===== src/rtl/seg_scan_mux.sv =====
// seg_scan_mux: four-digit multiplexed 7-segment scanner with frame-coherent display updates
//
// Ports:
//   clk_in     - clock, rising edge
//   reset      - asynchronous active-high reset
//   digits_in  - four BCD digits, [3:0] is digit0 (least significant)
//   load       - capture strobe for digits_in
//   seg        - active-low segments {g,f,e,d,c,b,a}, registered
//   an         - active-low digit enables, an[i] selects digit i, registered
//   frame_tick - one-cycle pulse after each complete four-digit scan, registered
//
// Parameters:
//   REFRESH_DIV  - clk_in cycles per digit slot (>= 4)
//   BLANK_CYCLES - all-off cycles at the start of each slot (0 .. REFRESH_DIV-1)
//
// Optional feature: define SEG_SCAN_LEADING_ZERO_BLANK_EN to blank leading zeros
// on digits 3..1; digit0 is always shown.
module seg_scan_mux #(
    parameter int REFRESH_DIV  = 50000,
    parameter int BLANK_CYCLES = 500
) (
    input  logic        clk_in,
    input  logic        reset,
    input  logic [15:0] digits_in,
    input  logic        load,
    output logic [6:0]  seg,
    output logic [3:0]  an,
    output logic        frame_tick
);
    typedef enum logic [1:0] {DIG0, DIG1, DIG2, DIG3} state_t;
    state_t      state_q, state_d;
    logic [31:0] cnt_q, cnt_d;
    logic [15:0] shadow_q, disp_q, disp_d;
    logic        wrap, frame_end, blank, zero_lead;
    logic [3:0]  nib, an_d;
    logic [6:0]  dec, seg_d;

    always_comb begin
        wrap      = cnt_q == 32'(REFRESH_DIV - 1);
        frame_end = wrap && state_q == DIG3;
        cnt_d     = wrap ? 32'd0 : cnt_q + 32'd1;
        state_d   = wrap ? state_t'(state_q + 2'd1) : state_q;
        // disp_q only moves at the frame boundary; a load in that very cycle wins over the shadow
        disp_d    = frame_end ? (load ? digits_in : shadow_q) : disp_q;
        nib       = disp_q[{state_q, 2'b00} +: 4];
        dec       = 7'b1111111;
        case (nib)
            4'd0: dec = 7'b1000000;
            4'd1: dec = 7'b1111001;
            4'd2: dec = 7'b0100100;
            4'd3: dec = 7'b0110000;
            4'd4: dec = 7'b0011001;
            4'd5: dec = 7'b0010010;
            4'd6: dec = 7'b0000010;
            4'd7: dec = 7'b1111000;
            4'd8: dec = 7'b0000000;
            4'd9: dec = 7'b0010000;
            default: dec = 7'b1111111;
        endcase
`ifdef SEG_SCAN_LEADING_ZERO_BLANK_EN
        // the selected digit and everything above it are zero
        zero_lead = state_q != DIG0 && (disp_q >> {state_q, 2'b00}) == 16'd0;
`else
        zero_lead = 1'b0;
`endif
        blank     = cnt_q < 32'(BLANK_CYCLES);
        an_d      = blank ? 4'b1111 : ~(4'b0001 << state_q);
        seg_d     = (blank || zero_lead) ? 7'b1111111 : dec;
    end

    always_ff @(posedge clk_in or posedge reset) begin
        if (reset) begin
            cnt_q      <= '0;
            state_q    <= DIG0;
            shadow_q   <= '0;
            disp_q     <= '0;
            an         <= 4'b1111;
            seg        <= 7'b1111111;
            frame_tick <= 1'b0;
        end else begin
            cnt_q      <= cnt_d;
            state_q    <= state_d;
            shadow_q   <= load ? digits_in : shadow_q;
            disp_q     <= disp_d;
            an         <= an_d;
            seg        <= seg_d;
            frame_tick <= frame_end;
        end
    end
endmodule


===== config.mk =====
export PLATFORM = sky130hd
export DESIGN_NAME = seg_scan_mux
export DESIGN_NICKNAME = d
export VERILOG_FILES = /design/src/rtl/seg_scan_mux.sv
export SDC_FILE = /design/constraint.sdc
export NUM_CORES = 1
export LEC_CHECK = 0
export ABC_AREA = 1
export CAP_MARGIN = 15
export CELL_PAD_IN_SITES_DETAIL_PLACEMENT = 2
export CELL_PAD_IN_SITES_GLOBAL_PLACEMENT = 2
export CORE_UTILIZATION = 30
export DETAILED_ROUTE_END_ITERATION = 10
export GPL_ROUTABILITY_DRIVEN = 0
export HOLD_SLACK_MARGIN = 0.15
export PLACE_DENSITY = 0.7
export SLEW_MARGIN = 40
export SYNTH_ARGS = -nofsm -noshare
export SYNTH_HDL_FRONTEND = slang
export SYNTH_SLANG_ARGS = --single-unit

===== constraint.sdc =====
create_clock -name clk_in -period 4.8 [get_ports clk_in]
set_input_delay 0.72 -clock clk_in [delete_from_list [all_inputs] [get_ports clk_in]]
set_output_delay 0.72 -clock clk_in [all_outputs]
set_load 0.1 [all_outputs]

==> out/qor.csv <==
stage,metric,value,unit
status,status,"finished, final reports clean",
power,Comb power frac,3.7,%
synthesis,Synth Area per Inst,7.947,um^2
floorplanning,Die Ht,118.8,um
sta,Final Cycle Share,41.86,%
power,clock network fraction of design power,46.4,%
place,Port Buffer Count,30,
synthesis,"Seq/Total Area, Yosys",48.03,%
clock_tree,H-tree depth,3,
run,maximum capacitance violations,0,
clock_tree,CTS tree,done,
layout,Nets,577,
layout,share of cells above drive strength 1,12.30,%
power,sequential share of power,49.8,%
critical_path,CP Launch Type,input pin,
floorplanning,row cnt,42,
synthesis,post-synth cell types,24,
floorplanning,Die Wd,118.8,um
clock_tree,clk buf depth,2,
critical_path,worst reg2reg endpoint,seg[3]$_DFF_PP1_,
clock_tree,clk sinks,78,
drt,DRC violations left,0,
drt,drt total wl,11.06,mm
clock_tree,Root Buffer Master,clkbuf_16,
critical_path,R2R Setup Slk,2810,ps
drt,drt wl/cell,15.17,um
sta,fmax,497.7,MHz
critical_path,worst path arrival time,2250,ps
sta,worst slew pin tran,724.9,ps
synthesis,synthesized netlist cell count,515,
clock_tree,Clock Pin Slew Worst Setup and Hold Paths,60,ps
power,worst vdd ir,126.7,uV
critical_path,Setup CP Type,input pin to flip-flop,
layout,Area Overhead vs Synth,15.74,%
sta,min cycle time layout,2009,ps
synthesis,Post-Syn Area,4093,um^2
global_route,initial antenna violation count,0,
critical_path,RR Startpoint,state_q[0]$_DFFE_PP0N_,
critical_path,CP startpoint,load,
layout,end-of-flow core utilization,35.63,%
sta,setup TNS,0,ps
clock_tree,post-CTS setup buffers,0,
critical_path,"Max FO, Critical Path",16,
synthesis,net count after synthesis,544,
sta,final number of setup-violating endpoints,0,
layout,"commonest non-fill, non-tap cell in the layout",nand2_1,
synthesis,#FFs+latches synth,78,
drt,Vias,3346,
sta,Hold WS,471.8,ps
power,power per cell area,285.9,nW/um^2
clock_tree,CTS Hold Bufs,0,
critical_path,Critical Path End Type,flip-flop,
sta,final hold vios,0,
floorplanning,top-level I/O count,31,
power,Static Leak,2.301,nW
layout,"commonest non-fill, non-tap cells in the layout","nand2_1, nor2_1, dfrtp_1, nand3_1, inv_1",
place,post-DP HPWL,8.263,mm
global_route,largest net degree at the start of global routing,49,
layout,ant diodes,0,
drt,"antenna viol nets, final",0,
synthesis,YS warnings,0,
clock_tree,TritonCTS Buffers,9,
critical_path,CP Data Required Time,5040,ps
floorplanning,CORE AREA,13300,um^2
sta,RSZ-0062 raised after global routing,false,
floorplanning,Initial Util,30.78,%
global_route,Congestion Overflow GR,0,
sta,max-slew violations,0,
floorplanning,total die area,14110,um^2
global_route,All-Layer GR Usage,17.77,%
power,Switching Power,0.0003091,W
critical_path,crit path to,disp_q[9]$_DFFE_PP0P_,
global_route,vias in the first global route,3871,
global_route,first-pass GRT wire length,19.22,mm
clock_tree,Clock Latency Late Sink,350,ps
power,cell-internal power,0.001045,W
worst_hold_path,hold crit path type,flip-flop to flip-flop,
sta,Max-slew headroom,51.52,%
layout,Layout fillers,1569,
clock_tree,post-CTS sizing,0,
drt,router iterations before antenna repair,4,
drt,Vias per Instance,4.590,
sta,clock skew,6.510,ps
critical_path,cells on worst reg2reg path,10,
power,Sw Share,22.83,%
drt,Initial DRC Count,93,
[through the flow]
| step | instance area, um^2 | worst slack (ps) | std cells | power, W |
|---|---|---|---|---|
| 5_1_grt | 4737 | 2585 | 729 | 0.001412 |
| 2_1_floorplan | 4093 | 2103 | 515 | 0.0007149 |
| 4_1_cts | 4735 | 2720 | 729 | 0.001386 |
| 6_report | 4737 | 2791 | 729 | 0.001354 |
| 3_5_place_dp | 4467 | 2407 | 713 | 0.0007387 |
| 3_3_place_gp | 4523 | 2434 | 713 | 0.0007358 |
[worst max-delay path, stage by stage]
cell	delay [ps]
clkdlybuf4s50_1	940
mux2_2	430
nand3_1	100
nand2_1	60
[synthesized netlist by cell type, drive strengths merged]
cell	n	share of area (%)
nand2	177	16
nor2	82	8.3
dfrtp	67	41
inv	61	5.6
nand3	61	7.9
mux2	16	4.4
xor2	12	2.6
dfstp	11	7.1
ha	10	3.1
buf	8	2.1
o21ai	4	0.49
nand3b	3	0.55
clkbuf	1	0.34
o21a	1	0.18
o21bai	1	0.18
[how the worst min path moves through the flow]
stage | startpoint | end | depth (start not counted)
after global placement | disp_q[3]$_DFFE_PP0P_ | disp_q[3]$_DFFE_PP0P_ | 2
after CTS | disp_q[6]$_DFFE_PP0P_ | disp_q[6]$_DFFE_PP0P_ | 2
after detailed placement | disp_q[5]$_DFFE_PP0P_ | disp_q[5]$_DFFE_PP0P_ | 2
after global routing | disp_q[2]$_DFFE_PP0P_ | disp_q[2]$_DFFE_PP0P_ | 2
after floorplan | disp_q[14]$_DFFE_PP0P_ | disp_q[14]$_DFFE_PP0P_ | 2
final | disp_q[6]$_DFFE_PP0P_ | disp_q[6]$_DFFE_PP0P_ | 2
[cells by family (layout without fill, tap and decap cells)]
group,after synthesis,after routing,synth area share [%]
buf+inv,70,108,8.010
fa+ha+maj,10,10,3.057
mux,16,16,4.402
xor+xnor,12,12,2.568
flops,78,78,48.03
compound gates,6,6,0.8562
simple gates,323,323,33.08
[final cells by class]
cell class	count	area [um^2]	area share, %
flip-flops and latches	78	1966	41.50
multi-input cells	367	1802	38.03
repair buffers	31	247.7	5.230
inverters	61	234.0	4.939
clock buffers	10	229.0	4.834
well taps	176	220.2	4.649
clock inverters	6	38.79	0.8188
[state kept, by name, summed over array words and instances, names as in the netlist]
| name | count |
|---|---|
| an | 4 |
| frame_tick | 1 |
| disp_q | 16 |
| state_q | 2 |
| seg | 7 |
| shadow_q | 16 |
| cnt_q | 32 |
[power groups by stage]
stage / combinational, W / sequential [W] / clock (W)
after floorplan: 0.0000299 / 0.000685 / 0
after global placement: 0.0000499 / 0.000686 / 0
after detailed placement: 0.0000522 / 0.000687 / 0
after CTS: 0.0000530 / 0.000675 / 0.000658
after global routing: 0.0000569 / 0.000676 / 0.000679
final: 0.0000505 / 0.000675 / 0.000629
[routing by layer]
metal	share of wire, %	vias up	GRT usage, %
met5	0	-	0
met4	1.6	0	6.566
met3	2.6	13	3.958
met2	51	28	31.69
met1	45	1648	20.69
li1	-	1657	-
No activity file was read; power rests on OpenSTA's default activity.
